[config.mk]
export PLATFORM = sky130hd
export DESIGN_NAME = present_ctr_feeder
export DESIGN_NICKNAME = d
export VERILOG_FILES = /design/src/rtl/present_ctr_feeder.sv
export SDC_FILE = /design/constraint.sdc
export NUM_CORES = 1
export LEC_CHECK = 0
export ABC_AREA = 1
export BUFFER_PORTS_ARGS = -buffer_cell sky130_fd_sc_hd__buf_2
export CORE_AREA = 4 4 167 169
export DETAILED_ROUTE_END_ITERATION = 7
export DIE_AREA = 0 0 171 173
export PLACE_DENSITY_LB_ADDON = 0.3
export REMOVE_ABC_BUFFERS = 1
export SYNTH_ARGS = -nofsm -noshare
export SYNTH_HDL_FRONTEND = slang
export SYNTH_SLANG_ARGS = --single-unit
[constraint.sdc]
create_clock -name clk -period 13.55 [get_ports clk]
set_input_delay 0.6775 -clock clk [delete_from_list [all_inputs] [get_ports clk]]
set_output_delay 0.6775 -clock clk [all_outputs]
set_load 0.01 [all_outputs]
[src/rtl/present_ctr_feeder.sv]
// rtl/present_ctr_feeder.sv - CTR-mode counter/key front end for a 32-stage PRESENT-80 pipeline
//
// Issues counter blocks {nonce, ctr} and the round-0 key into a fixed-latency
// PRESENT-80 encrypt pipeline that has no valid or stall, tracks in-flight
// blocks with a valid shift register, and re-emits the pipeline output as a
// qualified keystream.
//
// Optional feature macro: PRESENT_CTR_TAG_EN (adds ks_idx counter tag output).
//
// Ports:
//   clk, rst        rising-edge clock, asynchronous active-high reset
//   key_ld, key_in  key register load (IDLE only)
//   nonce, ctr_init, nblk, start   run parameters, sampled on an accepted start
//   hold            insert a bubble instead of issuing this cycle
//   m, k            counter block and key to the pipeline (registered)
//   c_in            pipeline ciphertext
//   ks_valid, ks_data  qualified keystream (ks_data = c_in)
//   busy, done      run status; done pulses once per run
//   ks_idx          counter value of the block on ks_data (PRESENT_CTR_TAG_EN only)

module present_ctr_feeder #(
    parameter int LAT  = 33,
    parameter int NBW  = 16,
    parameter int CTRW = 32
) (
    input  logic               clk,
    input  logic               rst,
    input  logic               key_ld,
    input  logic [79:0]        key_in,
    input  logic [63-CTRW:0]   nonce,
    input  logic [CTRW-1:0]    ctr_init,
    input  logic [NBW-1:0]     nblk,
    input  logic               start,
    input  logic               hold,
    output logic [63:0]        m,
    output logic [79:0]        k,
    input  logic [63:0]        c_in,
    output logic               ks_valid,
    output logic [63:0]        ks_data,
    output logic               busy,
    output logic               done
`ifdef PRESENT_CTR_TAG_EN
    ,
    output logic [CTRW-1:0]    ks_idx
`endif
);

    typedef enum logic [1:0] {
        IDLE  = 2'd0,
        RUN   = 2'd1,
        DRAIN = 2'd2
    } state_t;

    state_t state, state_nx;

    logic [63-CTRW:0] nonce_r;
    logic [CTRW-1:0]  ctr;
    logic [NBW-1:0]   remaining;

    // vld[0] marks "m holds a freshly issued block this cycle"; the bit then
    // walks LAT stages so vld[LAT] lines up with that block's ciphertext.
    logic [LAT:0]     vld;

    logic accept;
    logic issue;

    always_ff @(posedge clk or posedge rst) begin
        if (rst) begin
            state <= IDLE;
        end else begin
            state <= state_nx;
        end
    end

    always_comb begin
        state_nx = state;
        accept   = 1'b0;
        issue    = 1'b0;
        done     = 1'b0;
        case (state)
            IDLE: begin
                if (start) begin
                    accept   = 1'b1;
                    state_nx = (nblk != '0) ? RUN : DRAIN;
                end
            end
            RUN: begin
                if (!hold) begin
                    issue = 1'b1;
                    if (remaining == NBW'(1)) begin
                        state_nx = DRAIN;
                    end
                end
            end
            DRAIN: begin
                // Leaving only when nothing is in flight keeps the pipeline
                // clean for a back-to-back run.
                if (vld == '0) begin
                    done     = 1'b1;
                    state_nx = IDLE;
                end
            end
            default: state_nx = IDLE;
        endcase
    end

    always_ff @(posedge clk or posedge rst) begin
        if (rst) begin
            m         <= '0;
            k         <= '0;
            nonce_r   <= '0;
            ctr       <= '0;
            remaining <= '0;
            vld       <= '0;
        end else begin
            // Key changes only between runs, so k is stable for a whole run.
            if (state == IDLE && key_ld) begin
                k <= key_in;
            end
            if (accept) begin
                nonce_r   <= nonce;
                ctr       <= ctr_init;
                remaining <= nblk;
            end
            if (issue) begin
                m         <= {nonce_r, ctr};
                ctr       <= ctr + CTRW'(1);
                remaining <= remaining - NBW'(1);
            end
            vld <= {vld[LAT-1:0], issue};
        end
    end

`ifdef PRESENT_CTR_TAG_EN
    // Counter tag follows vld[1..LAT]; the low CTRW bits of m are the counter.
    logic [CTRW-1:0] tag_sr [LAT];

    always_ff @(posedge clk or posedge rst) begin
        if (rst) begin
            for (int i = 0; i < LAT; i++) begin
                tag_sr[i] <= '0;
            end
        end else begin
            tag_sr[0] <= m[CTRW-1:0];
            for (int i = 1; i < LAT; i++) begin
                tag_sr[i] <= tag_sr[i-1];
            end
        end
    end

    assign ks_idx = tag_sr[LAT-1];
`endif

    assign ks_valid = vld[LAT];
    assign ks_data  = c_in;
    assign busy     = (state != IDLE);

endmodule
==> results of run 1 <==
-- registers in the layout, summed over array words and instances, names as in the netlist --
register   flops
ctr           32
k             80
m             64
nonce_r       32
remaining     16
state          2
vld           34
-- area by class of cell --
cell class / instances / area, µm² / share of cell area, %
antenna: 1 / 2.50 / 0.0180
multi-input combinational: 811 / 4110 / 29.6
clock buffer: 37 / 786 / 5.66
inverter: 79 / 304 / 2.19
clock inverter: 12 / 150 / 1.08
sequential: 260 / 6510 / 46.9
tap: 341 / 427 / 3.07
timing repair buffer: 317 / 1600 / 11.5
-- worst max-delay path, delay by kind of cell (launching register included) --
kind	cells	cell delay (ns)
flip-flops	1	0.48
AND/OR/NAND/NOR	3	0.92
AO/OA/AOI/OAI	1	0.18
buffers and inverters	2	1.16
-- how the worst max path moves through the flow --
stage             end  slack [ns]  depth (start not counted)
2_1_floorplan  ctr[0]        5.72                          1
3_3_place_gp    m[39]       10.27                          4
3_5_place_dp    m[59]       10.24                          4
4_1_cts        ctr[5]       10.58                          6
5_1_grt        ctr[5]       10.32                          6
6_report       ctr[5]       10.60                          6
-- kinds of logic after synthesis --
family          share of synthesized area [%]
xor+xnor                                0.300
compound gates                           4.95
fa+ha+maj                               0.322
flops                                    55.8
buf+inv                                  9.15
mux                                      7.72
simple gates                             21.8
-- power breakdown --
part / leakage, nW / switching (mW) / internal (mW)
combinational: 3.58 / 0.687 / 0.486
clock: 0.452 / 0.311 / 0.464
sequential: 3.18 / 0.234 / 1.14
total: 7.21 / 1.23 / 2.09
-- per-layer routing --
layer | part of all wire (%) | vias up | routed length (µm)
met5 | 0.61 | - | 211
met4 | 1.7 | 16 | 597
met3 | 14 | 66 | 4890
met2 | 41 | 482 | 14300
met1 | 42 | 4356 | 14500
li1 | - | 4443 | -
-- through the flow --
step | instances | hold slack [ns] | setup slack [ns]
after global routing | 1858 | 0.319 | 10.32
after global placement | 1808 | 0.352 | 10.27
final | 1858 | 0.247 | 10.60
after CTS | 1857 | 0.307 | 10.58
after floorplan | 1150 | 0.346 | 5.72
after detailed placement | 1808 | 0.358 | 10.24
-- cell usage after synthesis, types with 3 or more instances --
cell,count,share of area (%)
a21oi_1,14,0.60
a31oi_1,4,0.21
buf_2,25,1.1
buf_4,70,4.5
buf_6,8,0.77
clkbuf_1,6,0.19
dfrtp_1,260,56
ha_1,3,0.32
inv_1,78,2.5
mux2_2,80,7.7
nand2_1,401,13
nand2_2,5,0.27
nand3_1,51,2.2
nand4_1,19,1.0
nor2_1,128,4.1
nor2_2,4,0.21
nor2_4,3,0.29
nor3_1,7,0.30
o211ai_1,12,0.77
o21a_1,10,0.64
o21ai_0,38,1.6
o21ai_1,9,0.39
o22ai_1,4,0.21
or2_2,4,0.21
xor2_1,3,0.23
==> flow_summary.yaml, run 1 <==
flow_run:
  maxCapViolCount: 0
worst_setup_path:
  r2r_end: "ctr[5]"
  path_class: "register to register"
  crit_top_cell: "nand2_2"
  worst-path-max-fanout: 60
  reg2reg_depth: 6
  critPathRequiredTime_ns: 13.94
  critPathLaunchType: "register"
  startpoint: "state[1]"
  end_kind: "register"
  crit_arrival_ns: 3.34
  r2r-start: "state[1]"
  r2r_setup_slack_ns: 10.60
  cp_slowest_cell: "nand2_2"
  critPathMaxStageDelay_ns: 0.72
  worstPathCellList: "nor2_2 -> nand2_2 -> buf_4 -> nand2_2 -> inv_1 -> o21ai_0"
global_route:
  grt_antenna_before_repair: 10
  grt_util_met2_pct: 32.2
  grt_pass1_wl_um: 52900
  grt_usage_pct: 22.7
  met3_usage_pct: 12.8
  grt_pass1_vias: 9184
  grt_overflow: 0
  grt_max_degree: 125
  met1_usage_pct: 30.5
  gr-max-usage-layer: "met2"
cells_and_area:
  final_net_count: 1729
  fin_util_pct: 52.2
  nFillCells: 2516
  finish.instance_area_um2: 13900
  drive_above_1_share_pct: 30.3
  area_delta_synth_final_pct: 19.0
  layout_common_cells: "nand2_1 (401), buf_2 (311), dfrtp_1 (260)"
  final_common_cell: "nand2_1"
timing:
  rsz0062_at_grt: "false"
  relSlewSlack_pct: 30.8
  timing.fmax_mhz: 339
  period_share_pct: 21.8
  worst_pin_slew_ns: 1.04
  hold_viol_final: 0
  layout_min_cycle_time_ns: 2.95
  fin_skew_ns: 0.00686
  final-max-slew-violation-count: 0
  final.setup.tns_ns: 0
  finalSetupViolCount: 0
synthesis:
  synth-seq-area-share_pct: 55.8
  synth_edf_count: 0
  yosys_warnings: 0
  synthesis.area_um2: 11700
  synth_ff_type: "dfrtp_1"
  yosysUniqueCellTypes: 35
  yosys_register_bits: 260
  ys_async_sr_fraction_pct: 100
  synthCells: 1261
  syn_avg_cell_area_um2: 9.25
clock_network:
  cts_tree: "built"
  insertion_delay_ns: 0.54
  postCtsHoldBufs: 0
  cts_resized: 0
  cts.htree.levels: 1
  clk_pin_slew_ns: 0.06
  post_cts_buffers: 0
  clock_sinks: 260
  cts-buffers-inserted: 28
  cts_root_buf: "clkbuf_16"
  clk_path_buf_depth: 3
power:
  power_mw: 3.32
  power_density_nw_per_um2: 239
  ir_drop_mv: 0.108
  p_leak_nw: 7.21
floorplanning:
  core_um2: 26600
  initial_core_util_pct: 43.9
  row_count: 60
  ios: 440
  die_h_um: 173
  die_w_um: 171
  dieArea_um2: 29600
place:
  port-buffer-count: 311
  place_area_um2: 12900
  hpwl_um: 24900
  gp_congestion: 0.834
detailed_routing:
  drt-pass1-iter-count: 6
  wire_per_inst_um: 18.5
  routed_wl_um: 34400
  via_per_inst: 5.04
  drc_errors: 0
  vias: 9363
  drtIter0Drc: 640
  final_antenna_net_count: 0
outcome:
  status: "complete, no violations"
worst_hold_path:
  hold_path.class: "input port to asynchronous set/reset pin"
Note: power is estimated with default switching activity, not from simulation.
==> inputs of run 2 (changes only) <==
--- a/config.mk
+++ b/config.mk
@@ -5,11 +5,11 @@
 export SDC_FILE = /design/constraint.sdc
 export NUM_CORES = 1
 export LEC_CHECK = 0
-export ABC_AREA = 1
+export ABC_AREA = 0
 export BUFFER_PORTS_ARGS = -buffer_cell sky130_fd_sc_hd__buf_2
-export CORE_AREA = 4 4 167 169
+export CORE_AREA = 4 4 170 172
 export DETAILED_ROUTE_END_ITERATION = 7
-export DIE_AREA = 0 0 171 173
+export DIE_AREA = 0 0 174 176
 export PLACE_DENSITY_LB_ADDON = 0.3
 export REMOVE_ABC_BUFFERS = 1
 export SYNTH_ARGS = -nofsm -noshare
==> constraint.sdc (replaced) <==
create_clock -name clk -period 2.8 [get_ports clk]
set_input_delay 0.14 -clock clk [delete_from_list [all_inputs] [get_ports clk]]
set_output_delay 0.14 -clock clk [all_outputs]
set_load 0.01 [all_outputs]
==> run 2 against run 1 <==
Against the previous run: final area up 7.2%; cell count shrank 3.4%; core utilization is 1.9 points higher; maximum frequency increased by 28%; area after synthesis fell by 6.9%; flip-flop and latch count unchanged; count of clock-buffer cells in the layout up 3; combinational power rose to 2.9 times the previous value; wire length rose by 3.7%; via count is 2.6% lower; largest cell class unchanged; power grew to 3.8 times the previous value.
==> flow_summary.yaml, run 2 <==
worst_setup_path:
  r2r-start: "state[0]"
  r2r_setup_slack_ns: 0.50
  worstPathCellList: "or3b_4 -> buf_4 -> nand2_1 -> o21ai_0 -> nand2_1 -> o211ai_1"
  cp_slowest_cell: "buf_4"
  critPathRequiredTime_ns: 3.23
  critPathMaxStageDelay_ns: 0.66
  r2r_end: "remaining[7]"
  crit_top_cell: "nand2_1"
  reg2reg_depth: 6
  end_kind: "register"
  critPathLaunchType: "register"
  crit_arrival_ns: 2.74
  path_class: "register to register"
  worst-path-max-fanout: 72
floorplanning:
  dieArea_um2: 30600
  ios: 440
  row_count: 61
  die_w_um: 174
  die_h_um: 176
  core_um2: 27500
  initial_core_util_pct: 39.5
synthesis:
  ys_top_cells_by_area: "dfrtp_1 (60%), nand2_1 (12%), mux2_2 (5.6%), buf_4 (4.4%), mux2_1 (2.7%)"
  synth_edf_count: 0
  ys_async_sr_fraction_pct: 100
  yosys_register_bits: 260
  yosys_warnings: 0
  yosys.area.top_type: "dfrtp_1"
  synth_most_common_cell: "nand2_1"
  synthesis.area_um2: 10900
  synth-seq-area-share_pct: 59.9
  syn_avg_cell_area_um2: 10.6
  synth_ff_type: "dfrtp_1"
  synth_top_area_share_pct: 59.9
  synthTopCellsByCount: "nand2_1 (338), dfrtp_1 (260), buf_4 (64)"
  synthCells: 1022
  yosysUniqueCellTypes: 55
place:
  gp_congestion: 0.800
  post-place-cells: 1583
  place_ws_ns: 0.508
  place_area_um2: 12400
  port-buffer-count: 311
  hpwl_um: 24300
clock_network:
  cts_resized: 0
  clk_path_buf_depth: 3
  cts_root_buf: "clkbuf_16"
  cts-buffers-inserted: 27
  cts_tree: "built"
  cts.htree.levels: 1
  clk_pin_slew_ns: 0.06
  clock_sinks: 260
  insertion_delay_ns: 0.52
cells_and_area:
  largestRegisters: "k (80), m (64), vld (34)"
  multi_input_comb_area_um2: 3690
  seq_area_um2: 6510
  finish.instance_area_um2: 14900
  final_net_count: 1660
  final_common_cell: "nand2_1"
  fin_cells: 1795
  drive_above_1_share_pct: 30.2
  nFillCells: 2333
  regMostFlops: "k"
  area_delta_synth_final_pct: 37.0
  layout_common_cells: "nand2_1 (338), buf_2 (311), dfrtp_1 (260)"
  largest_register_ffs: 80
timing:
  fin_skew_ns: 0.00471
  finalSetupViolCount: 0
  relSlewSlack_pct: 44.1
  hold_viol_final: 0
  setup_ws_ns: 0.495
  final.setup.tns_ns: 0
  worst_pin_slew_ns: 0.838
  layout_min_cycle_time_ns: 2.30
  timing.fmax_mhz: 434
  period_share_pct: 82.3
  final-max-slew-violation-count: 0
  rsz0062_at_grt: "false"
flow_run:
  maxCapViolCount: 0
worst_hold_path:
  holdPathEnd: "m[23]"
  hold_depth: 4
  hp-start: "hold"
  hold_path.class: "input port to register"
global_route:
  grt_usage_pct: 22.7
  grt_pass1_vias: 9232
  grt_pass1_wl_um: 55000
  grt_overflow: 0
  grt_antenna_before_repair: 1
  grt_max_degree: 99
outcome:
  status: "complete, no violations"
detailed_routing:
  via_per_inst: 5.08
  drtIter0Drc: 478
  final_antenna_net_count: 0
  vias: 9120
  drc_errors: 0
  routed_wl_um: 35700
  drt-pass1-iter-count: 5
  wire_per_inst_um: 19.9
power:
  power_density_nw_per_um2: 857
  p_leak_nw: 7.24
  ir_drop_mv: 0.480
run 2: what timing repair did:
item / 4_1_cts / 5_1_grt
hold endpoints to repair: 254 / 0
buffers inserted: 0 / 0
hold buffers: 162 / 0
run 2: layer usage:
layer	part of all wire [%]	wire length [µm]	vias to the layer above	track usage, %
li1	-	-	4219	-
met1	41	14700	4415	29.3
met2	45	16200	434	35.3
met3	11	3900	48	9.79
met4	2.4	850	4	5.67
met5	0.26	94	-	3.04
run 2: layout make-up:
type                       instances  area share [%]
antenna                            1          0.0168
sequential                       260            43.7
clock inverter                     9           0.496
multi-input combinational        644            24.8
tap                              346            2.91
timing repair buffer             486            22.5
clock buffer                      40            5.34
inverter                           9           0.277
run 2: through the flow:
stage	utilization, %	total power [mW]	hold slack (ns)
floorplan	-	7.56	0.245
global placement	45.1	9.01	0.280
detailed placement	45.1	9.12	0.280
CTS	54.2	12.9	0.0795
global route	54.2	13.6	0.132
finish	54.2	12.8	0.113
run 2: where the power goes:
| part | switching (mW) | total, mW | internal [mW] |
|---|---|---|---|
| sequential | 0.897 | 5.90 | 5.00 |
| clock | 1.43 | 3.48 | 2.05 |
| combinational | 1.79 | 3.38 | 1.59 |
run 2: critical path: cells and delay by family, from the launching register on:
| kind | cells | cell delay (ns) |
|---|---|---|
| AO/OA/AOI/OAI | 2 | 0.26 |
| AND/OR/NAND/NOR | 3 | 0.80 |
| buffers and inverters | 1 | 0.66 |
| flip-flops | 1 | 0.48 |
run 2: kinds of logic after synthesis:
| family | after synthesis | share of synthesized area, % |
|---|---|---|
| xor gates and xnor gates | 2 | 0.161 |
| adders and majority gates | 3 | 0.345 |
| buffers and inverters | 118 | 6.37 |
| and+or+nand+nor | 475 | 19.2 |
| muxes | 86 | 8.84 |
| AOI/OAI and AO/OA | 78 | 5.22 |
| DFF | 260 | 59.9 |
run 2: worst max-delay path by stage:
stage / start / end / slack, ns / cells past startpoint
finish: state[0] / remaining[7] / 0.50 / 6
global route: state[0] / remaining[7] / 0.31 / 6
CTS: state[0] / remaining[7] / 0.49 / 6
detailed placement: state[0] / remaining[2] / 0.51 / 5
global placement: state[0] / remaining[7] / 0.51 / 6
floorplan: rst / ctr[0] / -4.50 / 1
==> inputs of run 3 (changes only) <==
==> constraint.sdc (replaced) <==
create_clock -name clk -period 2.4 [get_ports clk]
set_input_delay 0.12 -clock clk [delete_from_list [all_inputs] [get_ports clk]]
set_output_delay 0.12 -clock clk [all_outputs]
set_load 0.01 [all_outputs]
==> run 3 against run 2 <==
Against the previous run: sequential share of layout area shrank 0.59 points; global-route usage grew 0.28 points; critical path depth shrank 1; count of clock-buffer cells in the layout shrank 5; power grew 21%; wire length grew 1.2%; via count grew 1.3%; final area grew 1.4%; register-to-register slack lost 0.27 ns; first-iteration DRC count grew 3.1%; clock power grew 32%; critical endpoint is now done; largest power group unchanged; highest routed layer unchanged.
==> flow_summary.yaml, run 3 (synthesis results as in run 2) <==
outcome:
  status: "complete, no violations"
worst_setup_path:
  crit_arrival_ns: 2.08
  critPathLaunchType: "register"
  critPathMaxStageDelay_ns: 0.39
  crit_family: "simple AND/OR/NAND/NOR gates"
  critPathRequiredTime_ns: 2.28
  cp_slowest_cell: "dfrtp_1"
  critPathBufInv: 1
  end_kind: "output port"
  path_class: "register to output port"
  worstPathCellList: "nor4_1 -> nand3_1 -> nor3_1 -> nor3b_1 -> buf_2"
  worst-path-max-fanout: 2
timing:
  final-max-slew-violation-count: 0
  fin_hold_ws_ns: 0.124
  period_share_pct: 91.9
  finalSetupViolCount: 0
  final.setup.tns_ns: 0
  fin_skew_ns: 0.00637
  layout_min_cycle_time_ns: 2.20
  relSlewSlack_pct: 54.0
  rsz0062_at_grt: "false"
  timing.fmax_mhz: 454
  hold_viol_final: 0
  worst_pin_slew_ns: 0.687
clock_network:
  cts-buffers-inserted: 28
  clock_sinks: 260
  clk_path_buf_depth: 3
  insertion_delay_ns: 0.53
  cts.htree.levels: 1
  cts_root_buf: "clkbuf_16"
  clk_pin_slew_ns: 0.06
  post_cts_buffers: 0
  cts_tree: "built"
cells_and_area:
  finish.instance_area_um2: 15100
  nFillCells: 2310
  seq_area_um2: 6510
  multi_input_comb_area_um2: 3690
  largest_register_ffs: 80
  fin_util_pct: 54.9
  drive_above_1_share_pct: 30.8
  final_net_count: 1667
  area_delta_synth_final_pct: 38.9
  regMostFlops: "k"
  largestRegisters: "k (80), m (64), vld (34)"
  final_common_cell: "nand2_1"
  layout_common_cells: "nand2_1 (338), buf_2 (311), dfrtp_1 (260)"
global_route:
  grt_antenna_before_repair: 1
  grt_usage_pct: 23.0
  grt_pass1_wl_um: 55800
  grt_pass1_vias: 9434
  grt_max_degree: 88
  grt_overflow: 0
floorplanning:
  initial_core_util_pct: 39.5
  ios: 440
  die_h_um: 176
  row_count: 61
  dieArea_um2: 30600
  die_w_um: 174
  core_um2: 27500
power:
  clkPwrFrac_pct: 29.8
  ir_drop_mv: 0.598
  p_seq_share_pct: 44.7
  intPower_mw: 10.5
  sw_frac_of_total_pct: 31.9
  combPwrFrac_pct: 25.5
  power_mw: 15.5
  power_density_nw_per_um2: 1020
  p_sw_mw: 4.94
  p_leak_nw: 7.34
place:
  port-buffer-count: 311
  gp_congestion: 0.812
  place_area_um2: 12500
  hpwl_um: 24600
detailed_routing:
  wire_per_inst_um: 20.0
  drt-pass1-iter-count: 5
  final_antenna_net_count: 0
  via_per_inst: 5.12
  vias: 9235
  routed_wl_um: 36100
  drc_errors: 0
  drtIter0Drc: 493
worst_hold_path:
  hold_path.class: "input port to register"
flow_run:
  maxCapViolCount: 0
[run 3: cell count changes in the layout (fill, tap and decap cells not counted)]
cell / previous run / this run
clkbuf_8: 7 / 3
inv_6: 1 / 0
clkinvlp_4: 0 / 3
bufinv_16: 1 / 5
clkbuf_16: 27 / 29
clkbuf_1: 6 / 3
clkinv_4: 0 / 2
buf_12: 6 / 8
buf_4: 7 / 11
[run 3: repair_timing]
item,CTS,global route
resized for setup,0,0
hold buffers,162,0
endpoints found under the hold margin,244,0
[run 3: final cells by class]
class / instances / share of cell area, %
diodes: 1 / 0.0166
clock buffers: 35 / 5.16
clock inverters: 17 / 1.49
inverters: 9 / 0.274
multi-input cells: 644 / 24.4
flip-flops and latches: 260 / 43.1
well taps: 346 / 2.87
repair buffers: 492 / 22.7
[run 3: final timing paths]
| kind | from | end | slack (ns) | cells after the start |
|---|---|---|---|---|
| hold / removal | key_ld | k[64] | 0.12 | 4 |
| hold reg to reg | vld[0] | vld[1] | 0.37 | 0 |
| setup / recovery | vld[25] | done | 0.20 | 5 |
| min in group asynchronous | rst | k[64] | 0.23 | 3 |
| max in group asynchronous | rst | ctr[10] | 1.36 | 4 |
| setup reg to reg | ctr[0] | ctr[18] | 0.23 | 6 |
[run 3: layer usage]
layer  wire length, µm  track usage (%)  share of wire, %
met1             14500             28.6                40
met5               187             5.61              0.52
met3              4170             10.8                12
met2             16400             35.9                45
met4               902             6.17               2.5
[run 3: power groups by stage]
stage	Combinational, mW	Clock, mW	Sequential (mW)
after floorplan	1.64	0	7.18
after global placement	3.66	0	6.88
after detailed placement	3.73	0	6.93
after CTS	3.95	4.74	6.87
after global routing	4.37	4.92	7.09
final	3.95	4.61	6.91
[run 3: tightest hold or removal path, delay by kind of cell]
kind / cells / cell delay, ns
multiplexers: 1 / 0.23
AND/OR/NAND/NOR: 1 / 0.10
buffers and inverters: 2 / 0.18
[run 3: stage by stage]
step                instances  setup WS, ns
floorplan                 913         -4.88
global placement         1589         0.293
detailed placement       1589         0.255
CTS                      1803         0.121
global route             1803        0.0220
finish                   1804         0.195
